File: config.mk
export PLATFORM = sky130hd
export DESIGN_NAME = kc_tape_loader
export DESIGN_NICKNAME = d
export VERILOG_FILES = /design/src/rtl/kc_tape_loader.sv
export SDC_FILE = /design/constraint.sdc
export NUM_CORES = 1
export LEC_CHECK = 0
export CAP_MARGIN = 20
export CORE_AREA = 2 2 114 116
export CTS_BUF_LIST = sky130_fd_sc_hd__clkbuf_4 sky130_fd_sc_hd__clkbuf_8
export CTS_CLUSTER_SIZE = 12
export DETAILED_ROUTE_END_ITERATION = 6
export DIE_AREA = 0 0 116 118
export PLACE_DENSITY = 0.81
export SYNTH_ARGS = -nofsm -noshare
export SYNTH_HDL_FRONTEND = slang
export SYNTH_SLANG_ARGS = --single-unit
File: constraint.sdc
create_clock -name clk_sys -period 3.23 [get_ports clk_sys]
set_input_delay 0.323 -clock clk_sys [delete_from_list [all_inputs] [get_ports clk_sys]]
set_output_delay 0.323 -clock clk_sys [all_outputs]
set_load 0.005 [all_outputs]
File: src/rtl/kc_tape_loader.sv
// KC85/4 tape download sequencer: holds the Z80 off the bus, parses the KCC
// header out of TAP/KCC ioctl streams and writes the program image into RAM.
module kc_tape_loader #(
    parameter logic [7:0] IDX_TAP = 8'd1,
    parameter logic [7:0] IDX_KCC = 8'd2
) (
    input  logic        clk_sys,
    input  logic        reset_n,
    input  logic        ioctl_download,
    input  logic [7:0]  ioctl_index,
    input  logic        ioctl_wr,
    input  logic [7:0]  ioctl_data,
    output logic        ioctl_wait,
    output logic        cpu_hold,
    input  logic        cpu_hold_ack,
    output logic        mem_req,
    output logic [15:0] mem_addr,
    output logic [7:0]  mem_dout,
    input  logic        mem_ack,
    input  logic        autostart_en,
    output logic        start_valid,
    output logic [15:0] start_addr,
    output logic        load_busy,
    output logic        load_err
);

    localparam logic [2:0] ST_IDLE  = 3'd0;
    localparam logic [2:0] ST_HOLD  = 3'd1;
    localparam logic [2:0] ST_HDR   = 3'd2;
    localparam logic [2:0] ST_DATA  = 3'd3;
    localparam logic [2:0] ST_WRITE = 3'd4;
    localparam logic [2:0] ST_SKIP  = 3'd5;
    localparam logic [2:0] ST_DONE  = 3'd6;

    logic [2:0]  state_r;
    logic        dl_prev_r;
    logic        fmt_tap_r;
    logic [4:0]  sig_cnt_r;
    logic [7:0]  blk_pos_r;
    logic [6:0]  hdr_cnt_r;
    logic [7:0]  argc_r;
    logic [15:0] load_r;
    logic [15:0] end_r;
    logic [15:0] start_r;
    logic [15:0] addr_r;

    logic dl_rise_s;
    logic idx_ok_s;
    logic rx_state_s;
    logic accept_s;
    logic sig_done_s;
    logic payload_s;
    logic in_range_s;
    logic hdr_bad_s;

    assign dl_rise_s  = ioctl_download & ~dl_prev_r;
    assign idx_ok_s   = (ioctl_index == IDX_TAP) | (ioctl_index == IDX_KCC);
    assign rx_state_s = (state_r == ST_HDR) | (state_r == ST_DATA) | (state_r == ST_SKIP);
    assign accept_s   = ioctl_wr & ~ioctl_wait & rx_state_s;
    assign sig_done_s = (sig_cnt_r == 5'd16);
    // TAP: a byte is payload once the signature is gone and it is not a block number
    assign payload_s  = accept_s & (~fmt_tap_r | (sig_done_s & (blk_pos_r != 8'd0)));
    assign in_range_s = (addr_r < end_r);
    assign hdr_bad_s  = (argc_r < 8'd2) | (end_r <= load_r);

    // Previous ioctl_download level for start-edge detection
    always_ff @(posedge clk_sys or negedge reset_n) begin
        if (!reset_n) begin
            dl_prev_r <= 1'b0;
        end else begin
            dl_prev_r <= ioctl_download;
        end
    end

    // TAP framing counters: 16-byte signature, then 129-byte blocks led by a block number
    always_ff @(posedge clk_sys or negedge reset_n) begin
        if (!reset_n) begin
            sig_cnt_r <= 5'd0;
            blk_pos_r <= 8'd0;
        end else if (state_r == ST_IDLE) begin
            sig_cnt_r <= 5'd0;
            blk_pos_r <= 8'd0;
        end else if (accept_s && fmt_tap_r) begin
            if (!sig_done_s) begin
                sig_cnt_r <= sig_cnt_r + 5'd1;
            end else if (blk_pos_r == 8'd128) begin
                blk_pos_r <= 8'd0;
            end else begin
                blk_pos_r <= blk_pos_r + 8'd1;
            end
        end
    end

    // Download sequencer: bus hold, header capture, RAM writes and completion
    always_ff @(posedge clk_sys or negedge reset_n) begin
        if (!reset_n) begin
            state_r     <= ST_IDLE;
            fmt_tap_r   <= 1'b0;
            hdr_cnt_r   <= 7'd0;
            argc_r      <= 8'd0;
            load_r      <= 16'd0;
            end_r       <= 16'd0;
            start_r     <= 16'd0;
            addr_r      <= 16'd0;
            ioctl_wait  <= 1'b0;
            cpu_hold    <= 1'b0;
            mem_req     <= 1'b0;
            mem_addr    <= 16'd0;
            mem_dout    <= 8'd0;
            start_valid <= 1'b0;
            start_addr  <= 16'd0;
            load_busy   <= 1'b0;
            load_err    <= 1'b0;
        end else begin
            start_valid <= 1'b0;
            if (ioctl_wr && ioctl_wait) begin
                load_err <= 1'b1;
            end
            case (state_r)
                ST_IDLE: begin
                    if (dl_rise_s && idx_ok_s) begin
                        state_r    <= ST_HOLD;
                        fmt_tap_r  <= (ioctl_index == IDX_TAP);
                        hdr_cnt_r  <= 7'd0;
                        argc_r     <= 8'd0;
                        cpu_hold   <= 1'b1;
                        load_busy  <= 1'b1;
                        ioctl_wait <= 1'b1;
                        load_err   <= 1'b0;
                    end
                end
                ST_HOLD: begin
                    if (!ioctl_download) begin
                        state_r    <= ST_DONE;
                        ioctl_wait <= 1'b0;
                        load_err   <= 1'b1;
                    end else if (cpu_hold_ack) begin
                        state_r    <= ST_HDR;
                        ioctl_wait <= 1'b0;
                    end
                end
                ST_HDR: begin
                    if (!ioctl_download) begin
                        state_r  <= ST_DONE;
                        load_err <= 1'b1;
                    end else if (payload_s) begin
                        hdr_cnt_r <= hdr_cnt_r + 7'd1;
                        case (hdr_cnt_r)
                            7'd16:   argc_r        <= ioctl_data;
                            7'd17:   load_r[7:0]   <= ioctl_data;
                            7'd18:   load_r[15:8]  <= ioctl_data;
                            7'd19:   end_r[7:0]    <= ioctl_data;
                            7'd20:   end_r[15:8]   <= ioctl_data;
                            7'd21:   start_r[7:0]  <= ioctl_data;
                            7'd22:   start_r[15:8] <= ioctl_data;
                            default: argc_r        <= argc_r;
                        endcase
                        // Last header byte: all address fields are already captured
                        if (hdr_cnt_r == 7'd127) begin
                            addr_r <= load_r;
                            if (hdr_bad_s) begin
                                state_r  <= ST_SKIP;
                                load_err <= 1'b1;
                            end else begin
                                state_r <= ST_DATA;
                            end
                        end
                    end
                end
                ST_DATA: begin
                    if (!ioctl_download) begin
                        state_r <= ST_DONE;
                    end else if (payload_s && in_range_s) begin
                        state_r    <= ST_WRITE;
                        mem_req    <= 1'b1;
                        mem_addr   <= addr_r;
                        mem_dout   <= ioctl_data;
                        ioctl_wait <= 1'b1;
                    end
                end
                ST_WRITE: begin
                    if (mem_ack && mem_req) begin
                        state_r    <= ST_DATA;
                        mem_req    <= 1'b0;
                        ioctl_wait <= 1'b0;
                        addr_r     <= addr_r + 16'd1;
                    end
                end
                ST_SKIP: begin
                    if (!ioctl_download) begin
                        state_r <= ST_DONE;
                    end
                end
                ST_DONE: begin
                    state_r    <= ST_IDLE;
                    cpu_hold   <= 1'b0;
                    load_busy  <= 1'b0;
                    ioctl_wait <= 1'b0;
                    if (!load_err) begin
                        if (addr_r != end_r) begin
                            load_err <= 1'b1;
                        end else if ((argc_r >= 8'd3) && autostart_en) begin
                            start_valid <= 1'b1;
                            start_addr  <= start_r;
                        end
                    end
                end
                default: begin
                    state_r    <= ST_IDLE;
                    cpu_hold   <= 1'b0;
                    load_busy  <= 1'b0;
                    ioctl_wait <= 1'b0;
                    mem_req    <= 1'b0;
                end
            endcase
        end
    end

endmodule
==> metrics, run 1 <==
top cell type's share of synthesized area=between 40% and 50%; RR Endpoint=mem_addr[11]; clock sinks=142; R2R cell count=9; hold buffer count at CTS=1; Yosys cell types=65; Syn Std Cell Area=between 7000 and 8000 um2; CP cell instances=inv_1, ha_1, nand4bb_4, a22o_1, nor2_1, nand2_1, nor3_4, buf_4, mux2_2; TNS Setup=0 ns; DP Worst Slack=between 0.4 and 0.5 ns; shortest period the worst path allows=2.76 ns; Most used DFF post-synth=dfrtp_1; Max stage delay on crit path=0.42 ns; RSZ-0062 raised after global routing=no; critical path class=reg2reg; DRT iter0 DRCs=about 420; pin slew with the least headroom to its limit=just over 0.7 ns; post-route cell area=roughly 8600 um2; Synth warnings=0; CTS tree=yes; pwr dens=about 470 nW/um2; total track usage=between 20% and 30%; final hold violation count=0; Post-Syn Area per Cell=10.8 um2; Worst Path Max Fanout=24; DRT Wirelength=~17000 um; DRT antenna net count=0; CP arrival=just over 3 ns; Chip Height=~120 um; Synth Instances=just under 700; worst rel slew slack=a little over half; FF-to-FF setup slack=between 0.4 and 0.5 ns; Worst-Skew Late Latency=0.47 ns; final setup vio count=0; effective utilization at floorplan=58.9%; largest area contributor in the netlist=dfrtp_1; Via Count=between 5000 and 6000; period utilisation layout=a little under nine tenths; number of antenna diodes=0; Clock Path Buffers=2; outcome=complete, no violations; CP startpoint kind=flip-flop; die area=roughly 14000 um2; first-pass GRT wire length=~28000 um; Clock Skew=0.0163 ns; Hold Slack=between 0.4 and 0.5 ns; Reg clk slew, reported paths=around 0.08 ns; Min-Delay Path Class=in2async; CTS H-Tree Depth=4; cts bufs inserted=17; top-count cell post-synth=dfrtp_1; post-cts resize count=0; Via-to-Cell Ratio=between 5 and 6; largest net degree at the start of global routing=77; Avg WL per Cell=around 18 um; drc violations=0; root buf cell=clkbuf_8; Worst path slowest cell=dfrtp_1; Synth area leaders=dfrtp_1 49%, mux2_2 12%, ha_1 7.0%; Final #Nets=820; IO buf count=around 70; DP Area=a little over 8000 um2; FF+latch count, synth=about 140; RR Startpoint=sig_cnt_r[0]; Syn-to-layout area delta=17.9%; vias in the first global route=5757; P_leak=approximately 4 nW; layout cell share with drive strength beyond 1=between 10% and 20%; sequential share of the synthesized area=slightly below 50%; Peak Freq=0.362 GHz; Critical Path End Type=flip-flop; Site Rows=around 40; max-slew violation count=0; syn nets=approximately 740; top post-synthesis cells by count=142 x dfrtp_1, 81 x mux2_2, 64 x nand2_1; Die W=116 um; grt ovf=0; Final WS setup=around 0.47 ns; asr flop ratio synth=100%; largest vdd supply drop=377 uV; I/O pins=between 60 and 70; routability cong.=about 0.94; Core Box Area=around 12000 um2; Max Cap Viol=0; number of flops mapped to enable cells by yosys=0; initial antenna violation count=0; Post-CTS Setup Bufs=0; First-pass DRT Iterations=6; Detail Placement HPWL=12300 um; worst path required time=roughly 3.6 ns
-- cell type report --
class / instances / area, um2
inverters: 45 / 169
fillers: 925 / 3790
repair buffers: 78 / 772
multi-input cells: 472 / 3480
well taps: 172 / 215
flip-flops and latches: 142 / 3550
clock inverters: 15 / 200
clock buffers: 17 / 234
-- placed cells by master (no fill, tap or decap), types with 14 or more instances in the layout --
cell type / synthesis / layout
dfrtp_1: 142 / 142
mux2_2: 81 / 81
clkdlybuf4s50_1: 0 / 67
nand2_1: 64 / 64
inv_1: 45 / 45
ha_1: 41 / 41
a21oi_1: 40 / 40
nor2_1: 33 / 33
o21ai_0: 32 / 32
nand3_1: 29 / 29
clkbuf_8: 0 / 17
o21ai_1: 14 / 14
-- registers in the layout, indices dropped and copies added, names as in the netlist --
| name | count |
|---|---|
| mem_dout | 8 |
| blk_pos_r | 8 |
| load_r | 16 |
| end_r | 16 |
| start_valid | 1 |
| start_r | 16 |
| load_err | 1 |
| hdr_cnt_r | 7 |
| dl_prev_r | 1 |
| addr_r | 16 |
| state_r | 3 |
| ioctl_wait | 1 |
| mem_req | 1 |
| start_addr | 16 |
| argc_r | 8 |
| fmt_tap_r | 1 |
| sig_cnt_r | 5 |
| load_busy | 1 |
| mem_addr | 16 |
-- power breakdown --
| group | switching (W) | internal (W) | leakage (nW) |
|---|---|---|---|
| Clock | 0.000759 | 0.000791 | 0.214 |
| Sequential | 0.000111 | 0.00181 | 1.96 |
| Combinational | 0.000375 | 0.000228 | 1.83 |
| Total | 0.00124 | 0.00283 | 4.00 |
-- worst max path at each step --
stage	start	end	slack, ns	cells after the start
2_1_floorplan	addr_r[15]	start_addr[10]	0.81	8
3_3_place_gp	addr_r[13]	start_addr[2]	0.59	7
6_report	sig_cnt_r[0]	mem_addr[11]	0.47	9
3_5_place_dp	sig_cnt_r[0]	mem_dout[6]	0.49	9
5_1_grt	blk_pos_r[0]	start_r[5]	0.31	8
4_1_cts	sig_cnt_r[0]	mem_addr[11]	0.47	9
-- kinds of logic after synthesis --
| kind of cell | Yosys count | share of synthesized area (%) |
|---|---|---|
| AOI/OAI and AO/OA | 122 | 9.85 |
| xor gates and xnor gates | 9 | 1.08 |
| adders and majority gates | 41 | 7.01 |
| buffers and inverters | 65 | 3.85 |
| DFF | 142 | 48.6 |
| muxes | 89 | 13.7 |
| and+or+nand+nor | 211 | 16.0 |
-- layer usage --
layer  wire, um  up-vias  part of all wire [%]  GRT usage [%]
li1           -     2586                     -              -
met1       7550     2779                    44           36.0
met2       8140      210                    47           41.0
met3       1070       38                   6.2           5.97
met4        408        0                   2.4           11.3
met5          0        -                     0              0
-- worst max-delay path, delay by kind of cell (launching register included) --
| kind | cells | cell delay [ns] |
|---|---|---|
| mux | 1 | 0.39 |
| flops | 1 | 0.42 |
| compound gates | 1 | 0.39 |
| buf+inv | 2 | 0.44 |
| simple gates | 4 | 0.78 |
| fa+ha+maj | 1 | 0.20 |
-- through the flow --
stage	utilization [%]	power (W)	instances
2_1_floorplan	-	0.00234	679
3_3_place_gp	65.9	0.00253	908
3_5_place_dp	65.9	0.00255	908
4_1_cts	69.5	0.00409	941
5_1_grt	69.5	0.00426	941
6_report	69.5	0.00407	941
(Power assumes the default switching activity.)
==> run 2: changes to the inputs <==
- PLACE_DENSITY: 0.81 -> 0.8
==> metrics, run 2 (synthesized netlist as in run 1, its figures left out) <==
pin slew with the least headroom to its limit=roughly 0.64 ns; Chip Height=118 um; clock sinks=~140; max-slew violation count=0; total power=a little over 0.004 W; IO buf count=roughly 70; Critical Path End Type=flip-flop; FF-to-FF setup slack=between 0.4 and 0.5 ns; Placed Instances=around 900; grt ovf=0; vias in the first global route=5673; DP Worst Slack=about 0.48 ns; crit path from=sig_cnt_r[0]; shortest period the worst path allows=approximately 2.8 ns; Post-CTS Setup Bufs=0; RSZ-0062 raised after global routing=no; worst path required time=3.55 ns; CP Capture Point=mem_addr[12]; TNS Setup=0 ns; Max Cap Viol=0; Via Count=between 5000 and 6000; RR Endpoint=mem_addr[12]; Site Rows=about 40; Finished Layout Cells=941; largest net degree at the start of global routing=80; largest vdd supply drop=301 uV; DP Area=8180 um2; CP arrival=3.10 ns; period utilisation layout=~86%; cts bufs inserted=17; CP startpoint kind=flip-flop; DRT Wirelength=between 15000 and 20000 um; P_leak=approximately 4 nW; Worst Path Max Fanout=24; Avg WL per Cell=approximately 19 um; Min-Delay Path Class=in2async; Via-to-Cell Ratio=~6; Detail Placement HPWL=12400 um; critical path class=reg2reg; first-pass GRT wire length=approximately 29000 um; worst rel slew slack=between 50% and 60%; Peak Freq=approximately 0.36 GHz; root buf cell=clkbuf_8; final setup vio count=0; Seq pwr share=between 40% and 50%; effective utilization at floorplan=58.9%; post-route cell area=8630 um2; Net Switching=~0.0012 W; most frequent cells in the layout=142 x dfrtp_1, 81 x mux2_2, 67 x clkdlybuf4s50_1; die area=roughly 14000 um2; CTS tree=yes; I/O pins=69; Net Sw Frac=roughly 29%; R2R cell count=9; First-pass DRT Iterations=5; Final WS setup=between 0.4 and 0.5 ns; pwr dens=477 nW/um2; commonest non-fill, non-tap cell in the layout=dfrtp_1; Int Power=0.00291 W; initial antenna violation count=0; Reg clk slew, reported paths=~0.08 ns; drc violations=0; total track usage=27.1%; final hold violation count=0; RR Startpoint=sig_cnt_r[0]; outcome=complete, no violations; Core Box Area=between 10000 and 15000 um2; routability cong.=approximately 0.96; Syn-to-layout area delta=18.0%; Final #Nets=between 800 and 900; CTS H-Tree Depth=4; Die W=116 um; Clock Skew=0.0172 ns; DRT antenna net count=0; clock share of power=a little under two fifths; Worst-Skew Late Latency=about 0.45 ns; number of antenna diodes=0; Comb pwr share=roughly 15%; layout cell share with drive strength beyond 1=between 10% and 20%; DRT iter0 DRCs=approximately 420; Clock Path Buffers=2
-- run 2: metal layers --
metal | GRT usage (%) | vias to the layer above | wire, um
li1 | - | 2590 | -
met1 | 36.3 | 2779 | 7380
met2 | 42.6 | 233 | 8480
met3 | 5.72 | 47 | 1020
met4 | 12.0 | 0 | 581
met5 | 0 | - | 0
-- run 2: area by class of cell --
class                      instances  area (um2)
clock inverter                    13         185
sequential                       142        3550
inverter                          45         169
fill                             928        3780
clock buffer                      19         255
timing repair buffer              78         772
tap                              172         215
multi-input combinational        472        3480
-- run 2: how the worst min path moves through the flow --
stage	end	depth (start not counted)	slack (ns)	from
after global placement	blk_pos_r[5]	1	0.33	reset_n
after floorplan	addr_r[0]	0	0.03	reset_n
after detailed placement	blk_pos_r[6]	1	0.34	reset_n
after global routing	blk_pos_r[5]	2	0.46	reset_n
after CTS	blk_pos_r[5]	2	0.43	reset_n
final	blk_pos_r[5]	2	0.41	reset_n
-- run 2: power by group through the flow --
stage	logic [W]	clock network (W)	registers, W
finish	0.000612	0.00158	0.00193
global route	0.000686	0.00167	0.00194
CTS	0.000611	0.00159	0.00192
detailed placement	0.000605	0	0.00196
global placement	0.000582	0	0.00195
floorplan	0.000472	0	0.00187
-- run 2: critical path, stage by stage (launching register included) --
cell and delay (ns):
dfrtp_1 0.40, inv_1 0.12, ha_1 0.20, nand4bb_4 0.16
a22o_1 0.40, nor2_1 0.27, nand2_1 0.16, nor3_4 0.19
buf_4 0.36, mux2_2 0.38
-- run 2: repair_timing --
action	in CTS	in global routing
gates resized for setup	0	0
hold buffers	1	0
endpoints found under the hold margin	63	0
-- run 2: stage by stage --
step           util, %  hold WS, ns
6_report          69.5        0.412
5_1_grt           69.5        0.459
4_1_cts           69.5        0.426
3_5_place_dp      65.9        0.343
3_3_place_gp      65.9        0.334
2_1_floorplan        -       0.0274
